[src/rtl/mem_arbiter_if.sv]
// Memory request/response bundle shared by the instruction port, the data port
// and the physical memory side of mem_arbiter.
interface mem_arbiter_if;
  logic        read;
  logic        write;
  logic [15:0] addr;
  logic [15:0] wdata;
  logic [1:0]  byte_enable;
  logic [15:0] rdata;
  logic        resp;

  // The requester drives the strobes; the responder returns data and completion.
  modport master (
    output read, write, addr, wdata, byte_enable,
    input  rdata, resp
  );

  modport slave (
    input  read, write, addr, wdata, byte_enable,
    output rdata, resp
  );
endinterface

[src/rtl/mem_arbiter.sv]
// Two-client arbiter (instruction and data ports) in front of one physical memory.
// The winning request is latched on grant so client changes never reach memory.
//
// state   | meaning
// IDLE    | no transaction; sample client strobes and pick a winner
// GRANT_I | instruction request latched and driven to memory; wait for pmem resp
// GRANT_D | data request latched and driven to memory; wait for pmem resp
// DONE    | one-cycle resp pulse to the granted client, then back to IDLE
module mem_arbiter #(
  parameter bit DATA_PRIO = 1'b1
) (
  input  logic          clk,
  input  logic          reset,
  mem_arbiter_if.slave  inst,
  mem_arbiter_if.slave  data,
  mem_arbiter_if.master pmem
);

  typedef enum logic [1:0] {IDLE, GRANT_I, GRANT_D, DONE} state_t;

  state_t      state, state_nxt;
  logic        inst_req, data_req;
  logic        grant_i, grant_d;
  logic        granted;
  logic        owner_data;
  logic        req_write;
  logic [15:0] req_addr, req_wdata;
  logic [1:0]  req_be;
  logic [15:0] inst_rdata_q, data_rdata_q;

  always_ff @(posedge clk) begin
    if (reset) begin
      state <= IDLE;
    end else begin
      state <= state_nxt;
    end
  end

  always_comb begin
    state_nxt = state;
    grant_i   = 1'b0;
    grant_d   = 1'b0;
    inst_req  = inst.read | inst.write;
    data_req  = data.read | data.write;
    case (state)
      IDLE: begin
        if (inst_req && data_req) begin
          grant_d = DATA_PRIO;
          grant_i = !DATA_PRIO;
        end else begin
          grant_i = inst_req;
          grant_d = data_req;
        end
        if (grant_i) begin
          state_nxt = GRANT_I;
        end else if (grant_d) begin
          state_nxt = GRANT_D;
        end
      end
      GRANT_I, GRANT_D: begin
        if (pmem.resp) begin
          state_nxt = DONE;
        end
      end
      DONE: state_nxt = IDLE;
      default: state_nxt = IDLE;
    endcase
  end

  // Read+write together from a client is treated as a write.
  always_ff @(posedge clk) begin
    if (reset) begin
      owner_data   <= 1'b0;
      req_write    <= 1'b0;
      req_addr     <= 16'h0000;
      req_wdata    <= 16'h0000;
      req_be       <= 2'b00;
      inst_rdata_q <= 16'h0000;
      data_rdata_q <= 16'h0000;
    end else begin
      if (grant_i) begin
        owner_data <= 1'b0;
        req_write  <= inst.write;
        req_addr   <= inst.addr;
        req_wdata  <= inst.wdata;
        req_be     <= inst.byte_enable;
      end else if (grant_d) begin
        owner_data <= 1'b1;
        req_write  <= data.write;
        req_addr   <= data.addr;
        req_wdata  <= data.wdata;
        req_be     <= data.byte_enable;
      end
      if (state == GRANT_I && pmem.resp && !req_write) begin
        inst_rdata_q <= pmem.rdata;
      end
      if (state == GRANT_D && pmem.resp && !req_write) begin
        data_rdata_q <= pmem.rdata;
      end
    end
  end

  assign granted          = (state == GRANT_I) || (state == GRANT_D);
  assign pmem.read        = granted && !req_write;
  assign pmem.write       = granted && req_write;
  assign pmem.byte_enable = granted ? req_be : 2'b00;
  assign pmem.addr        = req_addr;
  assign pmem.wdata       = req_wdata;

  assign inst.resp  = (state == DONE) && !owner_data;
  assign data.resp  = (state == DONE) && owner_data;
  assign inst.rdata = inst_rdata_q;
  assign data.rdata = data_rdata_q;

endmodule
[src/flat_wrapper.sv]
// flat-port wrapper written by rule: the top's interface ports become plain ports
module mem_arbiter_flat 
#(
  parameter bit DATA_PRIO = 1'b1
)
  (clk, reset, inst_read, inst_write, inst_addr, inst_wdata, inst_byte_enable, inst_rdata, inst_resp, data_read, data_write, data_addr, data_wdata, data_byte_enable, data_rdata, data_resp, pmem_read, pmem_write, pmem_addr, pmem_wdata, pmem_byte_enable, pmem_rdata, pmem_resp);
  mem_arbiter_if inst_i ();
  mem_arbiter_if data_i ();
  mem_arbiter_if pmem_i ();
  input  logic clk;
  input  logic reset;
  input wire logic [$bits(inst_i.read)-1:0] inst_read;
  input wire logic [$bits(inst_i.write)-1:0] inst_write;
  input wire logic [$bits(inst_i.addr)-1:0] inst_addr;
  input wire logic [$bits(inst_i.wdata)-1:0] inst_wdata;
  input wire logic [$bits(inst_i.byte_enable)-1:0] inst_byte_enable;
  output wire logic [$bits(inst_i.rdata)-1:0] inst_rdata;
  output wire logic [$bits(inst_i.resp)-1:0] inst_resp;
  input wire logic [$bits(data_i.read)-1:0] data_read;
  input wire logic [$bits(data_i.write)-1:0] data_write;
  input wire logic [$bits(data_i.addr)-1:0] data_addr;
  input wire logic [$bits(data_i.wdata)-1:0] data_wdata;
  input wire logic [$bits(data_i.byte_enable)-1:0] data_byte_enable;
  output wire logic [$bits(data_i.rdata)-1:0] data_rdata;
  output wire logic [$bits(data_i.resp)-1:0] data_resp;
  output wire logic [$bits(pmem_i.read)-1:0] pmem_read;
  output wire logic [$bits(pmem_i.write)-1:0] pmem_write;
  output wire logic [$bits(pmem_i.addr)-1:0] pmem_addr;
  output wire logic [$bits(pmem_i.wdata)-1:0] pmem_wdata;
  output wire logic [$bits(pmem_i.byte_enable)-1:0] pmem_byte_enable;
  input wire logic [$bits(pmem_i.rdata)-1:0] pmem_rdata;
  input wire logic [$bits(pmem_i.resp)-1:0] pmem_resp;
  assign inst_i.read = inst_read;
  assign inst_i.write = inst_write;
  assign inst_i.addr = inst_addr;
  assign inst_i.wdata = inst_wdata;
  assign inst_i.byte_enable = inst_byte_enable;
  assign inst_rdata = inst_i.rdata;
  assign inst_resp = inst_i.resp;
  assign data_i.read = data_read;
  assign data_i.write = data_write;
  assign data_i.addr = data_addr;
  assign data_i.wdata = data_wdata;
  assign data_i.byte_enable = data_byte_enable;
  assign data_rdata = data_i.rdata;
  assign data_resp = data_i.resp;
  assign pmem_read = pmem_i.read;
  assign pmem_write = pmem_i.write;
  assign pmem_addr = pmem_i.addr;
  assign pmem_wdata = pmem_i.wdata;
  assign pmem_byte_enable = pmem_i.byte_enable;
  assign pmem_i.rdata = pmem_rdata;
  assign pmem_i.resp = pmem_resp;
  mem_arbiter #(.DATA_PRIO(DATA_PRIO)) u_core (.clk(clk), .reset(reset), .inst(inst_i), .data(data_i), .pmem(pmem_i));
endmodule
[config.mk]
export PLATFORM = sky130hd
export DESIGN_NAME = mem_arbiter_flat
export DESIGN_NICKNAME = d
export VERILOG_FILES = /design/src/rtl/mem_arbiter_if.sv /design/src/rtl/mem_arbiter.sv /design/src/flat_wrapper.sv
export SDC_FILE = /design/constraint.sdc
export NUM_CORES = 1
export LEC_CHECK = 0
export BUFFER_PORTS_ARGS = -buffer_cell sky130_fd_sc_hd__buf_4
export CAP_MARGIN = 20
export CORE_MARGIN = 3
export CORE_UTILIZATION = 25
export CTS_BUF_LIST = sky130_fd_sc_hd__clkbuf_2 sky130_fd_sc_hd__clkbuf_4 sky130_fd_sc_hd__clkbuf_8
export CTS_CLUSTER_SIZE = 40
export DETAILED_ROUTE_END_ITERATION = 8
export PLACE_DENSITY = 0.6
export SLEW_MARGIN = 20
export SYNTH_ARGS = -nofsm -noshare
export SYNTH_HDL_FRONTEND = slang
export SYNTH_SLANG_ARGS = --single-unit
[constraint.sdc]
create_clock -name clk -period 1.9 [get_ports clk]
set_input_delay 0 -clock clk [delete_from_list [all_inputs] [get_ports clk]]
set_output_delay 0 -clock clk [all_outputs]
set_load 0.05 [all_outputs]
==> key figures <==
Routing
  – Router iterations before antenna repair: 4
  – DRT Wirelength: between 10,000 and 15,000 um
  – Routed vias: ~3,600
  – Routed WL per cell: between 15 and 20 um
  – Via/cell ratio: approximately 4.8
  – Antenna-violating nets left: 0
  – DR iter-0 viols: 220
  – DR DRC count: 0

Clock tree
  – H-tree levels: 3
  – Clock tree root driver cell: clkbuf_8
  – Clock Latency Late Sink: roughly 0.36 ns
  – Total CTS buffers: 9
  – Maximum clock path buffer count: 2
  – Clock transition at path regs: 0.08 ns
  – CTS Sinks: 70
  – CTS tree: yes

Critical path
  – Reg-to-reg slack, setup: 0.18 ns
  – Max Fanout on Critical Path: 22
  – Crit Path Class: reg -> reg
  – Worst Setup End Kind: register
  – CP startpoint: u_core.state[0]
  – Arr. time, crit path: between 1.5 and 2 ns
  – WP data required: around 2.2 ns
  – Worst R2R Start: u_core.state[0]
  – Critical path launch point type: register

Floorplan
  – Die footprint: around 0.015 mm2
  – Die height: between 100 and 150 um
  – Site Rows: just over 40
  – Core area: 0.01288 mm2
  – Initial cell density of the core: between 20% and 30%
  – Chip Width: approximately 120 um
  – I/O pins: about 160

Timing
  – Post-route worst setup slack: around 0.18 ns
  – Worst Tran Pin Value: roughly 0.72 ns
  – Hold Vio Cnt, Final: 0
  – Final setup viols: 0
  – TNS Setup: 0 ns
  – Slew Limit Fails: 0
  – Max Clock Freq: 582.6 MHz
  – RSZ-0062 raised after global routing: no
  – Slew margin rel.: between 50% and 60%
  – Min Clock Period, post-route: around 1.7 ns
  – Clk_skew: between 0.006 and 0.007 ns
  – Tcrit/Tclk final: 90.34%

Placed design
  – DP Cell Count: 692
  – Pre-CTS setup slack: around 0.19 ns
  – Port Buffers: 160
  – RePlAce Congestion: slightly above 0.7
  – DP HPWL: around 8000 um

Yosys
  – Synth area leaders: dfxtp_1 42%, o32ai_2 15%, nand2_1 7.3%
  – Asr flop ratio synth: 0%
  – Post-synth top cells: 70 x dfxtp_1, 65 x nand2_1, 36 x inv_1
  – Synth Register Bits: 70
  – Top-area cell type share of the netlist area: a little over two fifths
  – Sequential-to-total area share from yosys stat: 41.74%
  – Post-synthesis cell area: 0.003357 mm2
  – Syn Area/Cell: 8.765 um2
  – Yosys top cell by area: dfxtp_1
  – Cell with the most instances after synthesis: dfxtp_1
  – Yosys warnings: 0
  – Netlist cell types: 32
  – Post-synth EDFFs: 0
  – Post-Synthesis Cells: 383
  – Top FF cell, synth: dfxtp_1
  – Post-synthesis net count: approximately 480

GRT
  – Global-route wire length before repair: approximately 18,000 um
  – Number of global-route vias before repair: roughly 3,700
  – Largest net degree at the start of global routing: 41
  – Total GRT Usage: about 16%
  – GR Overflow Total: 0
  – Initial antenna violation count: 0

Pwr
  – Switching pwr: approximately 3.3 mW
  – Pint: between 3 and 4 mW
  – Comb power frac: a little over half
  – Reg power frac: 29.1%
  – Final Power: 7.083 mW
  – Maximum VDD drop: 0.7772 mV
  – Leakage power: around 2.2 nW
  – Pwr Density: 1308 mW/mm2
  – Clk network pwr share: between 15 and 20%
  – Sw frac: a little under half

Flow run
  – Max-cap violations: 0

Finish
  – Layout cells sized above 1: ~38%
  – Fin nets: 680
  – Final non-filler cell total: 760
  – # fillers: roughly 1,200
  – Ant diodes: 0
  – Layout overhead on the synthesized area: 61.35%

Worst hold path
  – Hold Crit Start: inst_wdata[9]
  – Worst min path class: in -> reg

Run status
  – Outcome: finished, final reports clean
## final timing paths
| path | to | depth (start not counted) |
|---|---|---|
| max | u_core.pmem.addr[3] | 6 |
| min | u_core.pmem.wdata[9] | 3 |
| max reg2reg | u_core.pmem.addr[3] | 6 |
| min reg2reg | u_core.inst.rdata[14] | 2 |
## registers in the layout, indices dropped and copies added (netlist names)
signal / count
u_core.inst.rdata: 16
u_core.data.rdata: 16
u_core.pmem.addr: 16
u_core.req_be: 2
u_core.owner_data: 1
u_core.req_write: 1
u_core.pmem.wdata: 16
u_core.state: 2
## final cells by class
cell class	instances	area (um2)	area share (%)
Timing Repair Buffer	227	1849	34.14
Multi-Input combinational cell	240	1628	30.05
Sequential cell	70	1401	25.87
Tap cell	172	215.2	3.973
Inverter	36	135.1	2.495
Clock buffer	9	123.9	2.287
Clock inverter	6	63.81	1.178
## placed cells by master (no fill, tap or decap), types with 3 or more instances in the layout
cell,Yosys,routed
dfxtp_1,70,70
clkbuf_8,0,9
dlygate4sd3_1,0,53
nor2b_1,4,4
inv_1,36,36
o32ai_1,4,3
a21oi_1,35,35
and2_1,4,4
nor3_1,34,34
ha_1,5,5
nand2_1,65,65
a31oi_1,35,35
buf_4,1,173
o32ai_2,30,31
o21ai_0,3,3
## power groups by stage
stage | clock network [mW] | logic (mW) | registers [mW]
floorplan | 0 | 1.66 | 3.10
global placement | 0 | 3.70 | 2.07
detailed placement | 0 | 3.75 | 2.08
CTS | 1.23 | 3.84 | 2.06
global route | 1.30 | 4.06 | 2.10
finish | 1.19 | 3.83 | 2.06
## worst max-delay path, stage by stage (launching register included)
cell and delay (ns):
dfxtp_1 0.36, inv_1 0.13, ha_1 0.20, o41ai_2 0.09
or2_2 0.29, buf_4 0.25, o32ai_2 0.30
## metrics by stage
stage / util (%) / cell area (um2) / hold slack, ns
2_1_floorplan: - / 3357 / 0.1360
3_3_place_gp: 36.43 / 4691 / 0.2585
3_5_place_dp: 36.43 / 4691 / 0.2681
4_1_cts: 42.01 / 5409 / 0.0008257
5_1_grt: 42.07 / 5416 / 0.005607
6_report: 42.07 / 5416 / 0.02519
## per-layer routing
metal / up-vias / GRT usage, % / wire, um
li1: 1755 / - / -
met1: 1680 / 19.99 / 5179
met2: 184 / 25.00 / 5332
met3: 23 / 4.596 / 1099
met4: 0 / 6.653 / 236
met5: - / 0 / 0
## cell families (layout without fill, tap and decap cells)
| group | Yosys count | after routing | share of synthesized area [%] |
|---|---|---|---|
| adder cells (fa/ha/maj) | 5 | 5 | 1.864 |
| multiplexers | 1 | 1 | 0.2982 |
| flip-flops | 70 | 70 | 41.74 |
| AND/OR/NAND/NOR | 123 | 123 | 16.96 |
| buffers and inverters | 73 | 278 | 10.06 |
| AO/OA/AOI/OAI | 111 | 111 | 29.07 |
## what timing repair did
action / in CTS / in global routing
gates resized for setup: 0 / 1
buffers inserted: 0 / 0
endpoints found under the hold margin: 66 / 0
hold buffers: 53 / 0
setup endpoints to repair: 0 / 1
(Power assumes the default switching activity.)
